**src/rtl/piso_shift_reg.sv**
```systemverilog
// Parallel-in serial-out shift register.
// A word is loaded over a valid/ready handshake and presented one bit at a
// time on a registered serial output. The consumer advances it with shift_en.
module piso_shift_reg #(
  parameter int unsigned WIDTH      = 8,
  parameter bit          LSB_FIRST  = 1'b0,
  parameter logic        IDLE_LEVEL = 1'b0
) (
  input  logic             clk,
  input  logic             clr_n,
  input  logic             load_valid,
  output logic             load_ready,
  input  logic [WIDTH-1:0] load_data,
  input  logic             shift_en,
  input  logic             abort,
  output logic             ser_out,
  output logic             ser_valid,
  output logic             busy,
  output logic             done
);

  localparam int unsigned    CW       = $clog2(WIDTH);
  localparam logic [CW-1:0]  CNT_LAST = CW'(WIDTH - 1);

  typedef enum logic {
    IDLE  = 1'b0,
    SHIFT = 1'b1
  } state_t;

  state_t           state, state_d;
  logic [WIDTH-1:0] shreg, shreg_d;
  logic [CW-1:0]    cnt, cnt_d;
  logic             ser_out_d, ser_valid_d, done_d;

  logic             last_bit;
  logic             accept;
  logic             first_bit;
  logic             next_bit;
  logic [WIDTH-1:0] shreg_adv;

  // Last bit of the current word is being consumed on this edge.
  assign last_bit   = (state == SHIFT) && (cnt == CNT_LAST) && shift_en;
  assign load_ready = !abort && ((state == IDLE) || last_bit);
  assign accept     = load_valid && load_ready;
  assign busy       = (state == SHIFT);

  // Bit ordering: the word is shifted towards the output end, so the next
  // bit always sits one position in from the end presented last.
  always_comb begin
    if (LSB_FIRST) begin
      first_bit = load_data[0];
      next_bit  = shreg[1];
      shreg_adv = shreg >> 1;
    end else begin
      first_bit = load_data[WIDTH-1];
      next_bit  = shreg[WIDTH-2];
      shreg_adv = shreg << 1;
    end
  end

  // Next-state and next-output logic; abort outranks shift and load.
  always_comb begin
    state_d     = state;
    shreg_d     = shreg;
    cnt_d       = cnt;
    ser_out_d   = ser_out;
    ser_valid_d = ser_valid;
    done_d      = 1'b0;

    unique case (state)
      IDLE: begin
        if (accept) begin
          state_d     = SHIFT;
          shreg_d     = load_data;
          cnt_d       = '0;
          ser_out_d   = first_bit;
          ser_valid_d = 1'b1;
        end
      end
      SHIFT: begin
        if (abort) begin
          state_d     = IDLE;
          cnt_d       = '0;
          ser_out_d   = IDLE_LEVEL;
          ser_valid_d = 1'b0;
        end else if (shift_en) begin
          if (cnt == CNT_LAST) begin
            done_d = 1'b1;
            if (accept) begin
              shreg_d     = load_data;
              cnt_d       = '0;
              ser_out_d   = first_bit;
              ser_valid_d = 1'b1;
            end else begin
              state_d     = IDLE;
              cnt_d       = '0;
              ser_out_d   = IDLE_LEVEL;
              ser_valid_d = 1'b0;
            end
          end else begin
            cnt_d     = cnt + CW'(1);
            shreg_d   = shreg_adv;
            ser_out_d = next_bit;
          end
        end
      end
      default: state_d = IDLE;
    endcase
  end

  // State and output registers with asynchronous active-low clear.
  always_ff @(posedge clk or negedge clr_n) begin
    if (!clr_n) begin
      state     <= IDLE;
      shreg     <= '0;
      cnt       <= '0;
      ser_out   <= IDLE_LEVEL;
      ser_valid <= 1'b0;
      done      <= 1'b0;
    end else begin
      state     <= state_d;
      shreg     <= shreg_d;
      cnt       <= cnt_d;
      ser_out   <= ser_out_d;
      ser_valid <= ser_valid_d;
      done      <= done_d;
    end
  end

endmodule
```
**config.mk**
```make
export PLATFORM = sky130hd
export DESIGN_NAME = piso_shift_reg
export DESIGN_NICKNAME = d
export VERILOG_FILES = /design/src/rtl/piso_shift_reg.sv
export SDC_FILE = /design/constraint.sdc
export NUM_CORES = 1
export LEC_CHECK = 0
export ABC_AREA = 1
export CAP_MARGIN = 20
export CORE_MARGIN = 4
export CORE_UTILIZATION = 40
export CTS_CLUSTER_DIAMETER = 60
export DETAILED_ROUTE_END_ITERATION = 12
export PLACE_DENSITY = 0.68
export SLEW_MARGIN = 20
export SYNTH_ARGS = -nofsm -noshare
export SYNTH_HDL_FRONTEND = slang
export SYNTH_SLANG_ARGS = --single-unit
```
**constraint.sdc**
```tcl
create_clock -name clk -period 1.5 [get_ports clk]
set_input_delay 0.3 -clock clk [delete_from_list [all_inputs] [get_ports clk]]
set_output_delay 0.3 -clock clk [all_outputs]
set_load 0.02 [all_outputs]
```
==> run summary <==
synthesized flop and latch total = 14
Placed Instances = 159
leading area contributor after synthesis = dfrtp_1
combinational family with the most area after synthesis = simple AND/OR/NAND/NOR gates
Clock Root Buffer = clkbuf_4
Via Count = 765
cts hold-fix bufs = 0
ys async rst share = 100.0%
Data required, critical path = 1200 ps
CTS tree = done
clk buf depth = 2
Post-Synth Simple-Gate Area = 37.12%
placed cell area = 1082 um2
Post-synth EDFFs = 0
Yosys Warn Count = 0
area grow syn2layout = 50.08%
top cell type's share of synthesized area = 44.23%
dominant synthesized flop cell = dfrtp_1
Tot GR Track Use = 15.14%
antenna fix cells = 0
Worst path slowest cell = dfrtp_1
clock latency on the worst-skew pair = 280 ps
Leakage = 0.0006015 uW
pin count of the biggest net entering global routing = 15
syn nets = 120
crit path max fanout = 2
Commonest cells post-synth = nand2_1, nor2_1, dfrtp_1
mean area per synthesized cell = 7.543 um2
clk sinks = 14
first-pass GRT wire length = 3063 um
io pins = 18
WP data arrival = 1390 ps
PD cells = 898.0 nW/um2
Max Slew Vio Count = 0
total core area = 1802 um2
Die Wd = 52.50 um
CP Capture Type = output port
Core Rows = 15
Final Cell Area = 1189 um2
Mapped Cells = 105
max cap viols = 0
Chip Height = 52.50 um
share of cells above drive strength 1 = 27.66%
nets@finish = 157
DRT Pass-1 Iters = 3
synthesized cell area = 792.0 um2
crit path time final = 1686 ps
clk_skew = 3.297 ps
fmax = 593.1 MHz
Via-to-Cell Ratio = 4.608
final worst slack = -186.0 ps
CTS buffer count = 3
critical path class = reg -> out
period utilisation layout = 112.4%
mux cell area share after synthesis = 0%
H-tree Lvls = 1
VDD IR max = 0.6466 mV
register area share after synthesis = 44.23%
Worst-path clk slew = 80 ps
Hold Vio Cnt, Final = 0
Starting Density = 43.96%
Synth Area in XOR/XNOR = 0%
wire per inst = 10.96 um
post-DP HPWL = 1287 um
filler-free cell count of the finished design = 166
initial antenna violation count = 0
CP bufs+invs = 2
Worst-Margin Slew = 252.5 ps
compound-cell area share of the yosys netlist = 6.951%
GPL Wtd Cong = 0.7476
count of final setup violators = 8
status = complete, but fails checks
post-synthesis adder-cell area fraction = 3.160%
Starting DRT DRC Count = 3
Worst path max stage delay = 390 ps
Worst Setup Start Kind = register
max_slew headroom = 83.11%
synth unique cells = 18
dominant cells by area after synthesis = dfrtp_1, nand2_1, nor2_1, inv_1, o21ai_0
vias in the first global route = 749
drt total wl = 1819 um
overall power = 1067 uW
Final ANT Viol Nets = 0
most numerous cell in the Yosys netlist = nand2_1
delay-heaviest family, CP = flip-flops
Overflow after GRT = 0
# port buffers = 17
crit-path cells = ha_2, ha_4, nand2_4, nand2_2, inv_2, nor2_4, buf_6
worst hold path class = in -> async
die area = 2756 um2
violations in the final reports = negative setup slack
RSZ-0062 raised after global routing = yes
drt drc = 0
## final cells by class
class	instances	area, um2
well taps	25	31.28
inverters	15	56.30
multi-input cells	75	416.7
flip-flops and latches	14	350.3
fillers	170	613.1
clock buffers	4	36.28
repair buffers	33	297.8
## where the power goes
| part | switching [uW] | total (uW) | internal (uW) |
|---|---|---|---|
| Sequential | 32.7 | 475 | 443 |
| Combinational | 167 | 326 | 159 |
| Clock | 119 | 266 | 148 |
## per-layer routing
layer | part of all wire [%] | up-vias | GRT usage [%]
met5 | 0 | - | 0
met4 | 0.49 | 0 | 3.830
met3 | 4.1 | 2 | 5.128
met2 | 54 | 12 | 28.31
met1 | 42 | 352 | 15.91
li1 | - | 399 | -
## repair_timing
| item | in CTS | in global routing |
|---|---|---|
| endpoints found under the hold margin | 0 | 0 |
| buffers inserted | 2 | 1 |
| cloned | 0 | 0 |
| pin swaps | 4 | 7 |
| endpoints found under the setup margin | 15 | 9 |
| resized for setup | 16 | 13 |
## placed cells by master (no fill, tap or decap), types with 2 or more instances in the layout
| master | Yosys | layout |
|---|---|---|
| buf_4 | 0 | 13 |
| buf_6 | 1 | 4 |
| clkbuf_4 | 0 | 3 |
| clkdlybuf4s50_1 | 0 | 12 |
| dfrtp_1 | 14 | 14 |
| dlygate4sd2_1 | 0 | 4 |
| inv_1 | 13 | 12 |
| inv_2 | 2 | 3 |
| nand2_1 | 26 | 24 |
| nand2_2 | 3 | 4 |
| nand2_4 | 1 | 2 |
| nand3_1 | 2 | 2 |
| nand3b_1 | 5 | 5 |
| nor2_1 | 21 | 19 |
| nor2_2 | 1 | 2 |
| nor2_4 | 1 | 2 |
| o21ai_0 | 8 | 3 |
| o21ai_1 | 2 | 5 |
| o21ai_2 | 0 | 2 |
## state kept, by name, summed over array words and instances, names as in the netlist
signal and count:
cnt 3, shreg 7, done 1, ser_out 1, ser_valid 1, busy 1
## through the flow
stage / utilization (%) / setup slack (ps) / hold WS [ps] / setup TNS [ps]
5_1_grt: 65.97 / -264.3 / 331.8 / -1532
4_1_cts: 63.82 / -193.7 / 319.4 / -193.7
2_1_floorplan: - / 28.33 / 4.409 / 0
6_report: 65.97 / -186.0 / 323.5 / -578.0
3_3_place_gp: 60.07 / -452.3 / 459.1 / -1567
3_5_place_dp: 60.07 / -460.7 / 476.8 / -2116
## path summary, 6_finish.rpt
check / start / end / slack, ps / cells after the start
max: cnt[0]$_DFFE_PN0P_ / load_ready / -190 / 7
min: clr_n / shreg[4]$_DFFE_PN0P_ / 320 / 2
max reg2reg: cnt[0]$_DFFE_PN0P_ / shreg[3]$_DFFE_PN0P_ / -70 / 8
min reg2reg: ser_valid$_DFFE_PN0P_ / ser_valid$_DFFE_PN0P_ / 480 / 2
max in group asynchronous: clr_n / shreg[3]$_DFFE_PN0P_ / 1010 / 2
min in group clk: ser_valid$_DFFE_PN0P_ / ser_valid$_DFFE_PN0P_ / 480 / 2
## logic make-up after synthesis
| family | count (synthesis) |
|---|---|
| adders and majority gates | 2 |
| AOI/OAI and AO/OA | 11 |
| buffers and inverters | 16 |
| and+or+nand+nor | 62 |
| DFF | 14 |
No activity file was read; power rests on OpenSTA's default activity.
